===== src/rtl/serial_cmp_pkg.sv =====
// Shared types and constants for the bit-serial magnitude comparator.
package serial_cmp_pkg;

  localparam int MAX_WIDTH = 32;

  typedef enum logic [1:0] {
    IDLE  = 2'd0,
    SHIFT = 2'd1,
    DONE  = 2'd2
  } state_t;

  // Bit-counter width, never narrower than one bit (WIDTH=1 still needs a counter).
  function automatic int cnt_width(input int w);
    return (w > 1) ? $clog2(w) : 1;
  endfunction

endpackage


===== src/rtl/cmp_bit1.sv =====
// Combinational 1-bit magnitude compare of a single bit pair.
module cmp_bit1 (
  input  logic a,
  input  logic b,
  output logic eq,
  output logic big_a,
  output logic big_b
);

  assign eq    = ~(a ^ b);
  assign big_a = a & ~b;
  assign big_b = ~a & b;

endmodule


===== src/rtl/serial_cmp_seq.sv =====
// Bit-serial magnitude comparator, MSB first, one bit pair per clock.
// Build option SERIAL_CMP_EARLY_EXIT_EN: finish on the first differing bit pair.
//
// state | meaning
// IDLE  | ready for an operand pair
// SHIFT | one bit pair compared per cycle, first difference latched
// DONE  | result presented until out_ready
module serial_cmp_seq
  import serial_cmp_pkg::*;
#(
  parameter int WIDTH = 8,
  parameter int CNT_W = cnt_width(WIDTH)
) (
  input  logic             clk,
  input  logic             rst_n,
  input  logic             in_valid,
  output logic             in_ready,
  input  logic [WIDTH-1:0] a,
  input  logic [WIDTH-1:0] b,
  output logic             out_valid,
  input  logic             out_ready,
  output logic             eq,
  output logic             neq,
  output logic             big_a,
  output logic             big_b,
  output logic             busy
);

  state_t state_q, state_d;

  logic [WIDTH-1:0] sa, sb;
  logic [CNT_W-1:0] cnt;
  logic             decided;
  logic             big_a_l, big_b_l;

  logic bit_eq, bit_big_a, bit_big_b;
  logic first_diff, last_bit, finish;
  logic res_decided, res_big_a, res_big_b;

  cmp_bit1 u_cmp_bit1 (
    .a     (sa[WIDTH-1]),
    .b     (sb[WIDTH-1]),
    .eq    (bit_eq),
    .big_a (bit_big_a),
    .big_b (bit_big_b)
  );

  assign first_diff = !decided && !bit_eq;
  assign last_bit   = (cnt == '0);

`ifdef SERIAL_CMP_EARLY_EXIT_EN
  assign finish = last_bit || first_diff;
`else
  assign finish = last_bit;
`endif

  // Result as it stands after this cycle's bit pair; first difference wins.
  assign res_decided = decided || first_diff;
  assign res_big_a   = decided ? big_a_l : bit_big_a;
  assign res_big_b   = decided ? big_b_l : bit_big_b;

  assign in_ready = (state_q == IDLE);
  assign busy     = (state_q == SHIFT) || (state_q == DONE);

  always_ff @(posedge clk or negedge rst_n) begin
    if (!rst_n) begin
      state_q <= IDLE;
    end else begin
      state_q <= state_d;
    end
  end

  always_comb begin
    state_d = state_q;
    case (state_q)
      IDLE:    if (in_valid) state_d = SHIFT;
      SHIFT:   if (finish) state_d = DONE;
      DONE:    if (out_ready) state_d = IDLE;
      default: state_d = IDLE;
    endcase
  end

  always_ff @(posedge clk or negedge rst_n) begin
    if (!rst_n) begin
      sa        <= '0;
      sb        <= '0;
      cnt       <= '0;
      decided   <= 1'b0;
      big_a_l   <= 1'b0;
      big_b_l   <= 1'b0;
      out_valid <= 1'b0;
      eq        <= 1'b0;
      neq       <= 1'b0;
      big_a     <= 1'b0;
      big_b     <= 1'b0;
    end else begin
      case (state_q)
        IDLE: begin
          if (in_valid) begin
            sa      <= a;
            sb      <= b;
            cnt     <= CNT_W'(WIDTH - 1);
            decided <= 1'b0;
            big_a_l <= 1'b0;
            big_b_l <= 1'b0;
          end
        end
        SHIFT: begin
          if (first_diff) begin
            big_a_l <= bit_big_a;
            big_b_l <= bit_big_b;
            decided <= 1'b1;
          end
          sa  <= sa << 1;
          sb  <= sb << 1;
          cnt <= cnt - 1'b1;
          if (finish) begin
            out_valid <= 1'b1;
            eq        <= !res_decided;
            neq       <= res_decided;
            big_a     <= res_big_a;
            big_b     <= res_big_b;
          end
        end
        DONE: begin
          // Flags are left as-is after the handshake; consumers qualify with out_valid.
          if (out_ready) out_valid <= 1'b0;
        end
        default: out_valid <= 1'b0;
      endcase
    end
  end

endmodule


===== config.mk =====
export PLATFORM = sky130hd
export DESIGN_NAME = serial_cmp_seq
export DESIGN_NICKNAME = d
export VERILOG_FILES = /design/src/rtl/serial_cmp_pkg.sv /design/src/rtl/cmp_bit1.sv /design/src/rtl/serial_cmp_seq.sv
export SDC_FILE = /design/constraint.sdc
export NUM_CORES = 1
export LEC_CHECK = 0
export CAP_MARGIN = 20
export CORE_ASPECT_RATIO = 0.6
export CORE_MARGIN = 8
export CORE_UTILIZATION = 50
export CTS_BUF_LIST = sky130_fd_sc_hd__clkbuf_8
export CTS_CLUSTER_SIZE = 25
export DETAILED_ROUTE_END_ITERATION = 7
export PLACE_DENSITY = 0.81
export SKIP_LAST_GASP = 1
export SLEW_MARGIN = 20
export SYNTH_ARGS = -nofsm -noshare
export SYNTH_HDL_FRONTEND = slang
export SYNTH_SLANG_ARGS = --single-unit

===== constraint.sdc =====
create_clock -name clk -period 1.7 [get_ports clk]
set_input_delay 0.255 -clock clk [delete_from_list [all_inputs] [get_ports clk]]
set_output_delay 0.255 -clock clk [all_outputs]
set_load 0.02 [all_outputs]

After elaboration in Yosys (flattened, before gate mapping)
Index checks and enable logic that the tools add are counted.
- register bits: 29
- output and inout port bits: 7
- logic and storage cells: 60
- add/subtract/negate cells: 1
- equality and inequality tests: 6
- multiplexer cells: 22
- bitwise logic cells: 6
- reduce and logical (&&, ||, !) cells: 13
- operator list (operator ; count):
    8-bit case mux with 2 select lines ; 2
    8-bit 2-to-1 mux ; 2
    3-bit AND reduction ; 3
    1-bit 2-to-1 mux ; 8
    2-bit inequality test (second input constant) ; 4
    2-bit 2-to-1 mux ; 3
    1-bit case mux with 2 select lines ; 3
    2-bit case mux with 3 select lines ; 1
    3-bit case mux with 2 select lines ; 1
    2-bit AND reduction ; 2
    3-bit logical NOT ; 1
    3-bit 2-to-1 mux ; 1
    1-bit NOT ; 3
    1-bit case mux with 3 select lines ; 1
    3-bit by 1-bit subtractor with 3-bit output (second input constant) ; 1
    1-bit AND ; 2
    2-bit by 1-bit == test with 1-bit output (second input constant) ; 1
    2-bit == test (second input constant) ; 1
    1-bit logical NOT ; 2
    2-bit logical NOT ; 1
    1-bit logical OR ; 2
    2-bit nonzero test ; 1
    1-bit logical AND ; 1
    1-bit XOR ; 1

Depth between registers and ports, before layout
Gate-level depths: netlist of run 1.
- depth in word-level cells: 4
- mapped depth: 6
- mapped depth without buffers: 5

Hierarchy
Synthesis of run 1 repeated with hierarchy kept, for this count alone.
- cells, all modules: 141
- area, all modules: 1511.4 um^2
- modules (own cells, without submodules) (module ; instances ; cells an instance ; area each (um^2) ; seq. area each (um^2)):
    serial_cmp_seq ; 1 ; 137 ; 1478.9 ; 725.7
    cmp_bit1 ; 1 ; 4 ; 32.5 ; 0.0

Least setup slack after synthesis of run 1
OpenSTA, ideal clock, no wires.
- path kind: register to register
- start: register state_q[0]
- end: register sa[0]
- setup time: 0.119 ns
- arrival: 1.551 ns
- required time: 1.581 ns
- path slack: 0.030 ns
- cell stages (with the launch flop): 6
- clock period less this slack: 1.670 ns
- path through: dfrtp_1 -> inv_1 -> ha_1 -> mux2i_4 -> buf_6 -> o21ai_2
- longest elaborated chain between the ends: 3
- elaborated cells on any way between the ends: 6
- RTL lines (item ; RTL line ; text):
    start: declaration ; serial_cmp_seq.sv:29 ; state_t state_q, state_d;
    start signal: assignment ; serial_cmp_seq.sv:69 ; state_q <= state_d;
    2-bit logical NOT * ; n/a ;
    via in_ready ; serial_cmp_seq.sv:17 ; output logic in_ready,
    2-bit inequality test (no line) / 2-bit nonzero test (equally long branches) ; n/a ;
    2-bit AND reduction (no line) ; n/a ;
    end signal: assignment ; serial_cmp_seq.sv:114 ; sa <= sa << 1;
    end: declaration ; serial_cmp_seq.sv:31 ; logic [WIDTH-1:0] sa, sb;
Mark *: on every way through the listed nets, which the timed path passes. The rest lies on a longest branch.
A chain may end at the register's enable or synchronous reset.

Worst setup path after layout of run 1
- start: register state_q[0]
- end: output busy
- longest elaborated chain between the ends: 2
- elaborated cells on any way between the ends: 3
- RTL lines (item ; RTL line ; text):
    2-bit by 1-bit == test with 1-bit output / 2-bit == test (equally long branches) ; serial_cmp_seq.sv:63 ; assign busy = (state_q == SHIFT) || (state_q == DONE);
    1-bit logical OR * ; serial_cmp_seq.sv:63 ;
    end: declaration ; serial_cmp_seq.sv:26 ; output logic busy
Every way passes the cells marked *; elsewhere a longest branch is shown, timed or not.

==> run metrics, run 1 <==
first-pass GRT wire length=just under 5000 um; Die ar.=a little over 5000 um^2; Period Utilization, post-route=96.60%; number of flops mapped to enable cells by yosys=0; CTS sink cnt=29; drt initial violations=73; TNS Setup=0 ns; Total Routed Length=around 3200 um; P_int=approximately 2.2 mW; Routed Antenna Nets=0; routed wire length per instance=around 15 um; Pins Over Slew Limit=0; Syn Area/Cell=between 10 and 15 um^2; Site Rows=15; Critical Path AT=around 1.4 ns; Worst setup SP type=flop; Clock Skews=between 0.003 and 0.004 ns; vias in the first global route=~1,100; RSZ-0062 raised after global routing=no; Post-Route Utilization=67.66%; layout net count=~200; synth top area cells=dfrtp_1 47%, mux2i_1 10%, o21ai_2 7.4%; Clk pwr share=between 10% and 20%; CP required=about 1.4 ns; Max IR drop VDD=0.8767 mV; switching share of power=about 40%; Vias=1,113; P_leak=0.8888 nW; I/O Pins=27; Power Dens Cells=between 1500 and 2000 nW/um^2; Clock Latency Late Sink=about 0.28 ns; CTS tree=yes; # DRC=0; port buffer count=26; largest net degree at the start of global routing=30; htree depth=2; clk root buf=clkbuf_8; sequential power share=~33%; Worst setup EP type=output port; critical path class=reg2out; Top FF cell, synth=dfrtp_1; drt pass-1 iters=4; area leader, netlist=dfrtp_1; yosys warns=0; Switch Pwr=around 1.4 mW; Comb power frac=52.3%; GR Util All Layers=about an eighth; Net Count, Synth=approximately 170; initial antenna violation count=0; Initial Util=a little over half; Max Clk Rate=around 610 MHz; Yosys cell types=29; Post-Syn Area=about 1500 um^2; max_slew headroom=70.12%; share of cells above drive strength 1=19.43%; Min-Delay Path Class=in2async; Worst-Margin Slew=roughly 0.45 ns; Via density=5.129; P&R area growth vs syn=27.59%; Post-synth ARST share=100.0%; hold_buf cts=0; total CTS buffers=5; chip height=between 50 and 60 um; synth cell count leaders=29 x dfrtp_1, 23 x nand2_1, 16 x mux2i_1; Mapped Cells=~140; sequential area share after synthesis=a little under half; Hold Violations, Final=0; Max Root-Sink Buffers=2; # setup viols final=0; grt ovf=0; core area=around 2900 um^2; n_diodes=0; CP max FO=3; Placer Congestion=0.8131; Min Clock Period, post-route=approximately 1.6 ns; CTS clk-pin slew, worst paths=approximately 0.06 ns; Synth top area share=between 40% and 50%; die span in x=between 80 and 90 um; DP HPWL=around 2300 um; status=complete, no violations; #FFs+latches synth=29; maxcap violations=0; count leader, synth=dfrtp_1
worst paths after layout:
check	startpoint	slack, ns	to	depth (start not counted)
max	state_q[0]	0.06	busy	3
min	rst_n	0.36	cnt[0]	2
max reg2reg	state_q[0]	0.08	state_q[1]	6
min reg2reg	sb[4]	0.48	sb[4]	2
max in group asynchronous	rst_n	1.07	sa[7]	2
min in group clk	sb[4]	0.48	sb[4]	2
worst max-delay path, cell delays in order, from the launching register on:
cell,delay (ns)
dfrtp_1,0.39
inv_1,0.11
ha_4,0.27
dlygate4sd2_1,0.34
state kept, by name (all words and copies together), names as in the netlist:
name / count
big_a: 1
big_a_l: 1
big_b: 1
big_b_l: 1
cnt: 3
decided: 1
eq: 1
neq: 1
out_valid: 1
sa: 8
sb: 8
state_q: 2
timing repair:
item,4_1_cts,5_1_grt
setup buffers,0,0
endpoints found under the hold margin,0,0
gates resized for setup,4,2
endpoints found under the setup margin,3,18
kinds of logic (layout without fill, tap and decap cells):
family | count (synthesis) | after routing | share of synthesized area (%)
buf+inv | 14 | 50 | 5.877
compound gates | 30 | 30 | 16.00
flops | 29 | 29 | 47.35
fa+ha+maj | 7 | 7 | 5.714
simple gates | 41 | 41 | 12.41
mux | 18 | 18 | 12.65
metrics by stage:
stage / area, um^2 / hold WS [ns] / instances / setup WS (ns) / power (mW)
after floorplan: 1533 / -0.04059 / 139 / 0.02955 / 2.570
after global placement: 1858 / 0.4605 / 209 / 0.07593 / 2.962
after detailed placement: 1858 / 0.4682 / 209 / 0.009750 / 3.053
after CTS: 1943 / 0.3759 / 217 / 0.02090 / 3.558
after global routing: 1956 / 0.4010 / 217 / 0.02387 / 3.827
final: 1956 / 0.3562 / 217 / 0.05773 / 3.587
power by group through the flow:
stage	Combinational (mW)	Sequential [mW]	Clock [mW]
after floorplan	1.36	1.21	0
after global placement	1.78	1.18	0
after detailed placement	1.85	1.20	0
after CTS	1.84	1.19	0.526
after global routing	2.02	1.23	0.575
final	1.88	1.20	0.515
cells in the final DEF, fill, tap and decap left out, types with 2 or more instances in the layout:
cell             count
dfrtp_1             29
o21ai_0              5
o21ai_2             13
nand2_1             23
clkbuf_8             5
clkdlybuf4s50_1     24
inv_1               11
mux2i_1             16
nand4_1              3
buf_4                7
dlygate4sd2_1        2
ha_1                 5
a2bb2oi_1            2
o211ai_1             2
nor2_1               5
nand2b_1             4
layout make-up:
| cell class | instances | area [um^2] |
|---|---|---|
| fillers | 226 | 934.6 |
| clock inverters | 3 | 11.26 |
| repair buffers | 34 | 330.3 |
| clock buffers | 5 | 68.82 |
| multi-input cells | 96 | 737.0 |
| inverters | 8 | 30.03 |
| flip-flops and latches | 29 | 725.7 |
| well taps | 42 | 52.55 |
per-layer routing:
layer / track usage [%] / routed length, um
met1: 15.11 / 1473
met2: 19.53 / 1486
met4: 5.097 / 34
met5: 0 / 0
met3: 5.270 / 186
Power figures use the tool's default switching activity.
==> inputs of run 2 (changes only) <==
--- a/config.mk
+++ b/config.mk
@@ -12,6 +12,7 @@
 export CTS_BUF_LIST = sky130_fd_sc_hd__clkbuf_8
 export CTS_CLUSTER_SIZE = 25
 export DETAILED_ROUTE_END_ITERATION = 7
+export GPL_ROUTABILITY_DRIVEN = 0
 export PLACE_DENSITY = 0.81
 export SKIP_LAST_GASP = 1
 export SLEW_MARGIN = 20
==> results of run 2 <==
Final layout, timing and power as in run 1 (identical DEF).
==> inputs of run 3 (changes only) <==
--- a/config.mk
+++ b/config.mk
@@ -9,11 +9,11 @@
 export CORE_ASPECT_RATIO = 0.6
 export CORE_MARGIN = 8
 export CORE_UTILIZATION = 50
-export CTS_BUF_LIST = sky130_fd_sc_hd__clkbuf_8
+export CTS_BUF_LIST = sky130_fd_sc_hd__clkbuf_8 sky130_fd_sc_hd__clkbuf_16
 export CTS_CLUSTER_SIZE = 25
 export DETAILED_ROUTE_END_ITERATION = 7
 export GPL_ROUTABILITY_DRIVEN = 0
-export PLACE_DENSITY = 0.81
+export PLACE_DENSITY_LB_ADDON = 0.08
 export SKIP_LAST_GASP = 1
 export SLEW_MARGIN = 20
 export SYNTH_ARGS = -nofsm -noshare
==> run 3 against run 2 <==
Flip-flop and latch count stayed put; die area stayed put; combinational power hardly changed; largest cell class is now flip-flops and latches; largest power group unchanged.
==> run metrics, run 3 (synthesis gave the netlist of run 1 again) <==
Min-Delay Path Class=in2async (unchanged); Worst setup EP type=output port (unchanged); Min Clock Period, post-route=1.609 ns (was 1.642 ns); critical path class=reg2out (unchanged); Via density=5.077 (was 5.129); final-layout fill cell count=243 (was 226); RSZ-0062 raised after global routing=yes (was no); Hold Violations, Final=0 (unchanged); vias in the first global route=1,194 (was 1,074); R2R setup slack=0.15 ns (was 0.08 ns); clk root buf=clkbuf_8 (unchanged); layout net count=204 (was 201); Period Utilization, post-route=94.63% (was 96.60%); chip height=58.89 um (unchanged); GR Util All Layers=13.88% (was 12.60%); # setup viols final=0 (unchanged); initial antenna violation count=0 (unchanged); drt initial violations=44 (was 73); share of cells above drive strength 1=21.35% (was 19.43%); Vias=1,117 (was 1,113); Max IR drop VDD=1.041 mV (was 0.8767 mV); core area=2890 um^2 (unchanged); die span in x=87.48 um (unchanged); max_slew headroom=72.86% (was 70.12%); I/O Pins=27 (unchanged); Worst setup SP type=flop (unchanged); Clock Skews=0.003735 ns (was 0.003845 ns); commonest non-fill, non-tap cell in the layout=dfrtp_1 (unchanged); drt pass-1 iters=4 (unchanged); total CTS buffers=5 (unchanged); Routed Antenna Nets=0 (unchanged); first-pass GRT wire length=5464 um (was 4961 um); Largest regs=sa (8), sb (8), cnt (3) (unchanged); most frequent cells in the layout=29 x dfrtp_1, 24 x clkdlybuf4s50_1, 23 x nand2_1 (unchanged); P&R area growth vs syn=29.63% (was 27.59%); Total Routed Length=3110 um (was 3180 um); Die ar.=5151 um^2 (unchanged); htree depth=2 (unchanged); FF-to-FF Start=state_q[1] (was state_q[0]); cells on worst reg2reg path=6 (unchanged); Pins Over Slew Limit=0 (unchanged); CP required=1.44 ns (about the same); Power Dens Cells=1854 nW/um^2 (was 1834 nW/um^2); status=complete, no violations (unchanged); CP max FO=7 (was 3); Clock Latency Late Sink=0.28 ns (about the same); # DRC=0 (unchanged); Site Rows=15 (unchanged); CTS sink cnt=29 (unchanged); routed wire length per instance=14.14 um (was 14.65 um); grt ovf=0 (unchanged); Max Clk Rate=621.6 MHz (was 608.9 MHz); port buffer count=26 (unchanged); Pwr Total=3.683 mW (was 3.587 mW); CTS clk-pin slew, worst paths=0.06 ns (about the same); maxcap violations=0 (unchanged); Placed Area=1881 um^2 (was 1858 um^2); P_leak=0.9041 nW (was 0.8888 nW); CTS tree=yes (unchanged); RR Endpoint=state_q[0] (was state_q[1]); Initial Util=53.03% (unchanged); Max Root-Sink Buffers=2 (unchanged); Worst-Margin Slew=0.4063 ns (was 0.4473 ns); largest net degree at the start of global routing=30 (unchanged); DP HPWL=2338 um (was 2346 um); cell area after layout=1987 um^2 (was 1956 um^2); hold_buf cts=0 (unchanged); Critical Path AT=1.35 ns (was 1.39 ns); n_diodes=0 (unchanged)
## run 3: cell type report
| type | count | area (um^2) | share of cell area [%] |
|---|---|---|---|
| Clock buffer | 7 | 96.34 | 4.849 |
| Inverter | 8 | 30.03 | 1.511 |
| Multi-Input combinational cell | 96 | 719.4 | 36.21 |
| Tap cell | 42 | 52.55 | 2.645 |
| Sequential cell | 29 | 725.7 | 36.52 |
| Clock inverter | 1 | 5.005 | 0.2519 |
| Timing Repair Buffer | 37 | 357.8 | 18.01 |
## run 3: routing by layer
| layer | routed length [um] | GRT usage (%) | vias up |
|---|---|---|---|
| li1 | - | - | 561 |
| met1 | 1484 | 16.01 | 536 |
| met2 | 1484 | 22.21 | 18 |
| met3 | 129 | 4.577 | 2 |
| met4 | 11 | 8.010 | 0 |
| met5 | 0 | 0 | - |
## run 3: worst max-delay path: stages, from the launching register on
cell	delay, ns
dfrtp_1	0.37
inv_1	0.09
ha_2	0.28
clkdlybuf4s15_1	0.33
## run 3: worst max-delay path by stage
stage | from | to | depth (start not counted)
2_1_floorplan | state_q[0] | sa[0] | 5
3_3_place_gp | state_q[1] | in_ready | 3
3_5_place_dp | state_q[1] | in_ready | 3
4_1_cts | state_q[1] | in_ready | 3
5_1_grt | state_q[1] | in_ready | 3
6_report | state_q[1] | in_ready | 3
## run 3: through the flow
step | util (%) | hold WS (ns) | setup slack (ns) | cells | TNS [ns]
after floorplan | - | -0.04059 | 0.02955 | 139 | 0
after global placement | 65.06 | 0.4596 | 0.01037 | 212 | 0
after detailed placement | 65.06 | 0.4696 | -0.02701 | 212 | -0.02701
after CTS | 68.57 | 0.3577 | 0.03408 | 220 | 0
after global routing | 68.74 | 0.3881 | -0.03005 | 220 | -0.03044
final | 68.74 | 0.3586 | 0.09131 | 220 | 0
## run 3: repair_timing
| item | CTS | global route |
|---|---|---|
| setup buffers | 0 | 0 |
| gates cloned | 0 | 0 |
| gates resized for setup | 3 | 2 |
| endpoints found under the setup margin | 2 | 4 |
## run 3: report_power, final
part,leakage (nW),internal (mW),total (mW),switching (mW)
Clock,0.0542,0.365,0.624,0.259
Combinational,0.486,0.897,1.87,0.970
Sequential,0.364,0.999,1.19,0.194
